==> src/rtl/fixed_to_float_conv_if.sv <==
// rtl/fixed_to_float_conv_if.sv - operand/result handshake bundle for fixed_to_float_conv
interface fixed_to_float_conv_if #(
  parameter int IN_WIDTH    = 32,
  parameter int EXP_WIDTH   = 8,
  parameter int FLOAT_EXP_W = 8,
  parameter int FLOAT_MAN_W = 23
);
  logic [IN_WIDTH-1:0]                  fixed;
  logic [EXP_WIDTH-1:0]                 exp_in;
  logic                                 in_valid;
  logic                                 in_ready;
  logic [FLOAT_EXP_W+FLOAT_MAN_W:0]     float_out;
  logic                                 out_valid;
  logic                                 out_ready;

  modport master (
    output fixed, exp_in, in_valid, out_ready,
    input  in_ready, float_out, out_valid
  );

  modport slave (
    input  fixed, exp_in, in_valid, out_ready,
    output in_ready, float_out, out_valid
  );
endinterface

==> src/rtl/fixed_to_float_conv.sv <==
// rtl/fixed_to_float_conv.sv - iterative scaled fixed-point to float converter, RNE, saturating; FIXCONV_FLAGS_EN adds flags[2:0]
module fixed_to_float_conv #(
  parameter int IN_WIDTH    = 32,
  parameter int EXP_WIDTH   = 8,
  parameter int FLOAT_EXP_W = 8,
  parameter int FLOAT_MAN_W = 23
) (
  input  logic clk,
  input  logic rst_n,
`ifdef FIXCONV_FLAGS_EN
  output logic [2:0] flags,
`endif
  fixed_to_float_conv_if.slave bus
);

  localparam int SW   = $clog2(IN_WIDTH) + 1;
  localparam int M1   = (EXP_WIDTH > SW) ? EXP_WIDTH : SW;
  localparam int EW   = ((M1 > FLOAT_EXP_W) ? M1 : FLOAT_EXP_W) + 2;
  localparam int BIAS = (1 << (FLOAT_EXP_W - 1)) - 1;
  localparam int EMAX = (1 << FLOAT_EXP_W) - 1;
  localparam int FW   = 1 + FLOAT_EXP_W + FLOAT_MAN_W;
  localparam int XW   = IN_WIDTH - 1 + FLOAT_MAN_W + 2;

  typedef enum logic [2:0] {IDLE, ABS, NORM, ROUND, DONE} state_t;

  state_t               state, state_nxt;
  logic [IN_WIDTH-1:0]  mag_q, abs_val;
  logic [EXP_WIDTH-1:0] exp_q;
  logic [SW-1:0]        s_q;
  logic                 sign_q, zero_q;
  logic [FW-1:0]        float_q;

  logic [XW-1:0]          ext;
  logic [FLOAT_MAN_W-1:0] frac;
  logic [FLOAT_MAN_W:0]   frac_r;
  logic                   guard, sticky, rnd_inc;
  logic [EW-1:0]          e_base, e_rnd;
  logic                   ovf, ufl;
  logic [FW-1:0]          result;
  logic [2:0]             flags_nxt;

  // Two's-complement magnitude; the most negative value maps onto 2^(IN_WIDTH-1) naturally.
  always_comb begin
    abs_val = mag_q;
    if (mag_q[IN_WIDTH-1]) abs_val = ~mag_q + IN_WIDTH'(1);
  end

  // State register; reset aborts any conversion in flight.
  always_ff @(posedge clk or negedge rst_n) begin
    if (!rst_n) state <= IDLE;
    else        state <= state_nxt;
  end

  // Next-state and handshake outputs.
  always_comb begin
    state_nxt     = state;
    bus.in_ready  = 1'b0;
    bus.out_valid = 1'b0;
    case (state)
      IDLE: begin
        bus.in_ready = 1'b1;
        if (bus.in_valid) state_nxt = ABS;
      end
      ABS:   state_nxt = (abs_val == '0) ? ROUND : NORM;
      NORM:  if (mag_q[IN_WIDTH-1]) state_nxt = ROUND;
      ROUND: state_nxt = DONE;
      DONE: begin
        bus.out_valid = 1'b1;
        if (bus.out_ready) state_nxt = IDLE;
      end
      default: state_nxt = IDLE;
    endcase
  end

  // Fraction extraction, round-to-nearest-even and exponent range handling.
  always_comb begin
    ext     = {mag_q[IN_WIDTH-2:0], {(FLOAT_MAN_W+2){1'b0}}};
    frac    = ext[XW-1 -: FLOAT_MAN_W];
    guard   = ext[XW-1-FLOAT_MAN_W];
    sticky  = |ext[XW-2-FLOAT_MAN_W:0];
    rnd_inc = guard & (sticky | frac[0]);
    frac_r  = {1'b0, frac} + {{FLOAT_MAN_W{1'b0}}, rnd_inc};
    e_base  = EW'(IN_WIDTH - 1) - EW'(s_q)
            + {{(EW-EXP_WIDTH){exp_q[EXP_WIDTH-1]}}, exp_q} + EW'(BIAS);
    e_rnd   = e_base + EW'(frac_r[FLOAT_MAN_W]);
    ovf     = !e_rnd[EW-1] && (e_rnd >= EW'(EMAX));
    ufl     = e_rnd[EW-1] || (e_rnd == '0);
    result  = {sign_q, e_rnd[FLOAT_EXP_W-1:0], frac_r[FLOAT_MAN_W-1:0]};
    if (zero_q)   result = '0;
    else if (ovf) result = {sign_q, {FLOAT_EXP_W{1'b1}}, {FLOAT_MAN_W{1'b0}}};
    else if (ufl) result = {sign_q, {(FW-1){1'b0}}};
    flags_nxt = zero_q ? 3'b000 : {ovf, ufl, guard | sticky | ovf | ufl};
  end

  // Operand capture, magnitude, normalisation shifts and result register.
  always_ff @(posedge clk or negedge rst_n) begin
    if (!rst_n) begin
      mag_q   <= '0;
      exp_q   <= '0;
      s_q     <= '0;
      sign_q  <= 1'b0;
      zero_q  <= 1'b0;
      float_q <= '0;
    end else begin
      case (state)
        IDLE: if (bus.in_valid) begin
          mag_q  <= bus.fixed;
          exp_q  <= bus.exp_in;
          s_q    <= '0;
          zero_q <= 1'b0;
        end
        ABS: begin
          sign_q <= mag_q[IN_WIDTH-1];
          mag_q  <= abs_val;
          zero_q <= (abs_val == '0);
        end
        NORM: if (!mag_q[IN_WIDTH-1]) begin
          mag_q <= mag_q << 1;
          s_q   <= s_q + SW'(1);
        end
        ROUND:   float_q <= result;
        default: ;
      endcase
    end
  end

  assign bus.float_out = float_q;

`ifdef FIXCONV_FLAGS_EN
  logic [2:0] flags_q;

  // Status flags travel with the result word.
  always_ff @(posedge clk or negedge rst_n) begin
    if (!rst_n)              flags_q <= 3'b000;
    else if (state == ROUND) flags_q <= flags_nxt;
  end

  assign flags = flags_q;
`else
  logic unused_flags;
  assign unused_flags = ^flags_nxt;
`endif

endmodule

==> src/flat_wrapper.sv <==
// flat-port wrapper written by rule: the top's interface ports become plain ports
module fixed_to_float_conv_flat 
#(
  parameter int IN_WIDTH    = 32,
  parameter int EXP_WIDTH   = 8,
  parameter int FLOAT_EXP_W = 8,
  parameter int FLOAT_MAN_W = 23
)
  (clk, rst_n, bus_fixed, bus_exp_in, bus_in_valid, bus_out_ready, bus_in_ready, bus_float_out, bus_out_valid);
  fixed_to_float_conv_if #(.IN_WIDTH(IN_WIDTH), .EXP_WIDTH(EXP_WIDTH), .FLOAT_EXP_W(FLOAT_EXP_W), .FLOAT_MAN_W(FLOAT_MAN_W)) bus_i ();
  input  logic clk;
  input  logic rst_n;
  input wire logic [$bits(bus_i.fixed)-1:0] bus_fixed;
  input wire logic [$bits(bus_i.exp_in)-1:0] bus_exp_in;
  input wire logic [$bits(bus_i.in_valid)-1:0] bus_in_valid;
  input wire logic [$bits(bus_i.out_ready)-1:0] bus_out_ready;
  output wire logic [$bits(bus_i.in_ready)-1:0] bus_in_ready;
  output wire logic [$bits(bus_i.float_out)-1:0] bus_float_out;
  output wire logic [$bits(bus_i.out_valid)-1:0] bus_out_valid;
  assign bus_i.fixed = bus_fixed;
  assign bus_i.exp_in = bus_exp_in;
  assign bus_i.in_valid = bus_in_valid;
  assign bus_i.out_ready = bus_out_ready;
  assign bus_in_ready = bus_i.in_ready;
  assign bus_float_out = bus_i.float_out;
  assign bus_out_valid = bus_i.out_valid;
  fixed_to_float_conv #(.IN_WIDTH(IN_WIDTH), .EXP_WIDTH(EXP_WIDTH), .FLOAT_EXP_W(FLOAT_EXP_W), .FLOAT_MAN_W(FLOAT_MAN_W)) u_core (.clk(clk), .rst_n(rst_n), .bus(bus_i));
endmodule
==> config.mk <==
export PLATFORM = sky130hd
export DESIGN_NAME = fixed_to_float_conv_flat
export DESIGN_NICKNAME = d
export VERILOG_FILES = /design/src/rtl/fixed_to_float_conv_if.sv /design/src/rtl/fixed_to_float_conv.sv /design/src/flat_wrapper.sv
export SDC_FILE = /design/constraint.sdc
export NUM_CORES = 1
export LEC_CHECK = 0
export ABC_AREA = 1
export BUFFER_PORTS_ARGS = -buffer_cell sky130_fd_sc_hd__buf_4
export CAP_MARGIN = 20
export CORE_ASPECT_RATIO = 1.75
export CORE_UTILIZATION = 38
export CTS_BUF_LIST = sky130_fd_sc_hd__clkbuf_4 sky130_fd_sc_hd__clkbuf_8
export DETAILED_ROUTE_END_ITERATION = 10
export GPL_ROUTABILITY_DRIVEN = 0
export HOLD_SLACK_MARGIN = 0.05
export PLACE_DENSITY = 0.58
export SYNTH_ARGS = -nofsm -noshare
export SYNTH_HDL_FRONTEND = slang
export SYNTH_SLANG_ARGS = --single-unit
==> constraint.sdc <==
create_clock -name clk -period 4 [get_ports clk]
set_input_delay 0.8 -clock clk [delete_from_list [all_inputs] [get_ports clk]]
set_output_delay 0.8 -clock clk [all_outputs]
set_load 0.05 [all_outputs]
# ---- Word-level counts from Yosys, hierarchy flattened
# Index checks and enable logic that the tools add are counted.
dict set report word_totals {
  ff_bits 83
  inputBits 44
}
dict set report op_classes {
  n_addsub 7
  magnitude_cmp 1
  n_eq_ne 8
  n_mux 19
  n_bitwise 3
  reduce_logical 16
}
# cell count
set op_table {}
lappend op_table {{32-bit two-way mux} 4}
lappend op_table {{32-bit one-hot mux with 3 select lines} 1}
lappend op_table {{31-bit two-way mux} 2}
lappend op_table {{32-bit by 1-bit adder with 32-bit output (second input constant)} 1}
lappend op_table {{32-bit logical NOT} 1}
lappend op_table {{32-bit NOT} 1}
lappend op_table {{23-bit by 1-bit adder with 24-bit output} 1}
lappend op_table {{3-bit one-hot mux with 5 select lines} 1}
lappend op_table {{6-bit two-way mux} 2}
lappend op_table {{6-bit one-hot mux with 2 select lines} 1}
lappend op_table {{10-bit by 1-bit adder with 10-bit output} 1}
lappend op_table {{10-bit adder} 1}
lappend op_table {{10-bit by 7-bit adder with 10-bit output (second input constant)} 1}
lappend op_table {{10-bit by 8-bit greater-or-equal comparator with 1-bit output (second input constant)} 1}
lappend op_table {{10-bit logical NOT} 1}
lappend op_table {{3-bit two-way mux} 3}
lappend op_table {{3-bit AND reduction} 3}
lappend op_table {{7-bit OR reduction} 1}
lappend op_table {{5-bit by 6-bit subtractor with 7-bit output (first input constant)} 1}
lappend op_table {{6-bit by 1-bit adder with 6-bit output (second input constant)} 1}
lappend op_table {{3-bit by 2-bit == test with 1-bit output (second input constant)} 2}
lappend op_table {{2-bit != test (second input constant)} 3}
lappend op_table {{2-bit AND reduction} 3}
lappend op_table {{1-bit two-way mux} 4}
lappend op_table {{12 further kinds} 13}

# ---- Logic depth before layout (Yosys ltp)
dict set report depth {
  depth_word 10
  ltp_mapped 25
  mapped_depth_nobuf 23
}

# ---- Worst setup path after synthesis
# No wires, ideal clock.
dict set report synth_path {
  path_type {register to register}
  startpoint {register u_core.mag_q[9]}
  endpoint {register u_core.float_q[28], in the netlist u_core.bus.float_out[28]}
  setup_time_ps 118
  arrival_time_ps 3004
  required_time_ps 3882
  setup_slack_ps 878
  path_stages_with_launch 20
  cell_sequence {dfrtp_1 > inv_1 > nor3_4 > nand3_2 > nor4_4 > nand2_1 > nor3_1 > and3_1 > ha_1 > fa_1 > nor3_1 > nand2_1 > nor2_1 > nand3_1 > nor2_2 > nand2_1 > nand3b_1 > nand2_1 > nand2_1 > nand2_1}
}
dict set report synth_between {
  elab_chain_cells 7
  elab_cells_between_ends 10
}
# item line
set synth_rtl {}
lappend synth_rtl {{start: declaration} fixed_to_float_conv.sv:27} ;# logic [IN_WIDTH-1:0] mag_q, abs_val;
lappend synth_rtl {{start signal: assignment} fixed_to_float_conv.sv:107} ;# mag_q <= bus.fixed;
lappend synth_rtl {{start signal: assignment} fixed_to_float_conv.sv:114} ;# mag_q <= abs_val;
lappend synth_rtl {{start signal: assignment} fixed_to_float_conv.sv:118} ;# mag_q <= mag_q << 1;
lappend synth_rtl {{23-bit by 1-bit adder with 24-bit output (*)} fixed_to_float_conv.sv:82} ;# frac_r = {1'b0, frac} + {{FLOAT_MAN_W{1'b0}}, rnd_inc};
lappend synth_rtl {{10-bit by 1-bit adder with 10-bit output (*)} fixed_to_float_conv.sv:85} ;# e_rnd = e_base + EW'(frac_r[FLOAT_MAN_W]);
lappend synth_rtl {{parallel branches: the longest is 3 deep, another holds 10-bit by 8-bit greater-or-equal comparator with 1-bit output} n/a}
lappend synth_rtl {{31-bit two-way mux (*)} fixed_to_float_conv.sv:90} ;# else if (ovf) result = {sign_q, {FLOAT_EXP_W{1'b1}}, {FLOAT_MAN_W{1'b0}}};
lappend synth_rtl {{32-bit two-way mux (*)} fixed_to_float_conv.sv:89} ;# if (zero_q) result = '0;
lappend synth_rtl {{end signal: assignment} fixed_to_float_conv.sv:121} ;# ROUND: float_q <= result;
lappend synth_rtl {{end: declaration} fixed_to_float_conv.sv:31} ;# logic [FW-1:0] float_q;
# Every way passes the cells marked *.
# A chain may end at the register's enable or synchronous reset.

# ---- Final worst setup path
dict set report layout_path {
  startpoint {register u_core.mag_q[7]}
  endpoint {register u_core.float_q[26], in the netlist u_core.bus.float_out[26]}
}
dict set report layout_between {
  elab_chain_cells 8
  elab_cells_between_ends 11
}
# item line
set layout_rtl {}
lappend layout_rtl {{1-bit AND (*)} fixed_to_float_conv.sv:81} ;# rnd_inc = guard & (sticky | frac[0]);
lappend layout_rtl {{23-bit by 1-bit adder with 24-bit output (*)} fixed_to_float_conv.sv:82}
lappend layout_rtl {{10-bit by 1-bit adder with 10-bit output (*)} fixed_to_float_conv.sv:85}
lappend layout_rtl {{parallel branches: the longest is 3 deep, another holds 10-bit by 8-bit greater-or-equal comparator with 1-bit output} n/a}
lappend layout_rtl {{31-bit two-way mux (*)} fixed_to_float_conv.sv:90}
lappend layout_rtl {{32-bit two-way mux (*)} fixed_to_float_conv.sv:89}
# Marked as above.

==> flow_summary.ini <==
[run_status]
outcome = finished clean

[sta]
rsz0062_at_grt = no
tns_ps = 0
hold_viol = 0
finalCriticalPeriod_ps = 3650
max_freq_mhz = 274
skew_ps = 21.6
fin_crit_sh = 0.912
slew_headroom = 0.446
slew_violations = 0
worstMarginPinSlew_ps = 830
setup_violations = 0

[drt]
vias = 6353
first_pass_iters = 7
drt_wl_total_um = 19400
dr_wl_met2_um = 9990
postRouteAntennaNets = 0
wire_per_inst_um = 16.4
wl_met3_um = 867
post_drt_via_cell_ratio = 5.39
route.detailed.drc = 0
maxUsedRoutingLayer = met4
drt-met1-wl_um = 7570
first_iter_violations = 362

[critical_path]
r2r-start = u_core.mag_q[7]
critPathKind = reg2reg
required_ps = 4260
critPathMaxFanout = 26
cp-start-kind = flop
r2r_slack_ps = 350
startpoint = u_core.mag_q[7]
r2r_end = u_core.bus.float_out[26]
cp-end-kind = flop
worst_ep_arrival_time_ps = 3910
worstRegToRegCells = 23

[clock_tree]
cts.htree.levels = 3
cts_sinks = 83
tritoncts = built
cts_root_buf = clkbuf_8
clk_latency_ps = 380
path_clk_slew_ps = 100
cts_hold_buf = 0
clock_path_buffers = 2
numCtsBuffers = 9

[grt]
grt_pass1_vias = 6128
antenna_found_initial = 0
grt_start_max_net_pins = 49
grt_use_total = 0.240
grt_pass1_wl_um = 31600
overflow = 0

[synth]
synth_nets = 991
ys_warn_count = 0
yosysTopAreaCellShare = 0.333
post_synth_inst_count = 925
async_flop_share = 1.00
synth_edf_count = 0
netlist_area_mm2 = 0.00623
yosysMostFrequentCell = nand2_1
synthDistinctLibCells = 47
synthTopCellsByCount = nand2_1, nor2_1, inv_1
ys_seq_elements = 83
synth_ff_type = dfrtp_1
avgSynthCellArea_um2 = 6.74
synth_area_leaders = dfrtp_1, nand2_1, nand3_1
synth-seq-area-share = 0.333
synth_area_leader_cell = dfrtp_1

[finish]
final_nets = 1051
layout-drive-gt1-share = 0.141
fin_util = 0.450
syn_to_final_growth_pct = 15.2
diodes = 0
final_cells = 1179

[pwr]
p_per_area_mw_per_mm2 = 998
total_leakage_power_nw = 3.63
vdd.ir_drop.worst_mv = 0.429

[place]
portBuffers = 77
place.detailed.hpwl_um = 14800
placed_cells_incl_taps = 1161

[floorplanning]
die_height_um = 171
dieArea_mm2 = 0.0169
initial_utilization = 0.391
core_area_mm2 = 0.0160
fp.dieW_um = 98.8
io_pins = 78
rows = 61

[min_path]
hold_class = in2async

[run]
maxCapViolations = 0
[area by class of cell]
type	instances	area (um2)
sequential	83	2080
timing repair buffer	93	711
clock inverter	6	57.6
multi-input combinational	707	3620
clock buffer	10	138
fill	1736	8770
inverter	91	342
tap	189	236
[per-stage QoR]
step / instance area (um2) / total power, W / setup WS (ps) / hold WS [ps]
final: 7180 / 0.00716 / 354 / 320
after global routing: 7180 / 0.00781 / 9.70 / 334
after CTS: 7160 / 0.00718 / 288 / 328
after detailed placement: 6970 / 0.00653 / 300 / 469
after global placement: 6970 / 0.00652 / 449 / 469
after floorplan: 6230 / 0.00524 / 878 / 442
[power breakdown]
| part | total, W | switching (W) | internal (W) |
|---|---|---|---|
| registers | 0.00164 | 0.000430 | 0.00121 |
| clock network | 0.000630 | 0.000373 | 0.000257 |
| logic | 0.00490 | 0.00334 | 0.00156 |
[layer usage]
metal / track usage / up-vias
met5: 0 / -
met3: 0.0337 / 49
li1: - / 3161
met4: 0.125 / 0
met2: 0.432 / 188
met1: 0.273 / 2955
[sequential cells by signal, indices dropped and copies added, names as in the netlist]
| name | count |
|---|---|
| u_core.exp_q | 8 |
| u_core.sign_q | 1 |
| u_core.bus.float_out | 32 |
| u_core.zero_q | 1 |
| u_core.s_q | 6 |
| u_core.mag_q | 32 |
| u_core.state | 3 |
[cells in the final DEF (no fill, tap or decap), types with 11 or more instances in the layout]
cell type and instances:
nand4_1 11, a22oi_1 15, dfrtp_1 82, nand3_1 79, a21oi_1 22, nor3_1 15
ha_1 21, nand2_1 298, buf_4 92, xor2_1 23, a221oi_1 18, o21ai_0 40
nor2_1 100, inv_1 86
[worst max-delay path by stage]
stage,endpoint,slack [ps]
3_3_place_gp,u_core.bus.float_out[24],450
5_1_grt,u_core.bus.float_out[28],10
3_5_place_dp,u_core.bus.float_out[26],300
4_1_cts,u_core.bus.float_out[26],290
2_1_floorplan,u_core.bus.float_out[28],880
6_report,u_core.bus.float_out[26],350
[repair_timing]
action | in CTS | in global routing
setup endpoints to repair | 0 | 9
buffers inserted | 0 | 2
gates resized for setup | 0 | 1
[critical path: stages, from the launching register on]
cell and delay, ps:
dfrtp_1 470, nand2_1 170, nor3_4 230, nand3_2 170
nor4_4 220, nand2_1 120, nor3_1 130, and3_1 220
ha_1 200, fa_1 210, nand3_1 80, nand2_1 130
nand3_1 100, nand2_1 90, nand2_1 70, nand3_1 60
nand2_1 100, nor2_4 140, nand2_1 70, nand2_1 180
buf_12 200, nand2_1 70, nand2_1 60, nand2_1 40
[logic make-up (layout without fill, tap and decap cells)]
family	Yosys count	in the layout	synth area share
and+or+nand+nor	540	540	0.374
DFF	83	83	0.333
AOI/OAI and AO/OA	120	120	0.124
buffers and inverters	135	200	0.0879
adders and majority gates	22	22	0.0454
xor gates and xnor gates	25	25	0.0351
No activity file was read; power rests on OpenSTA's default activity.
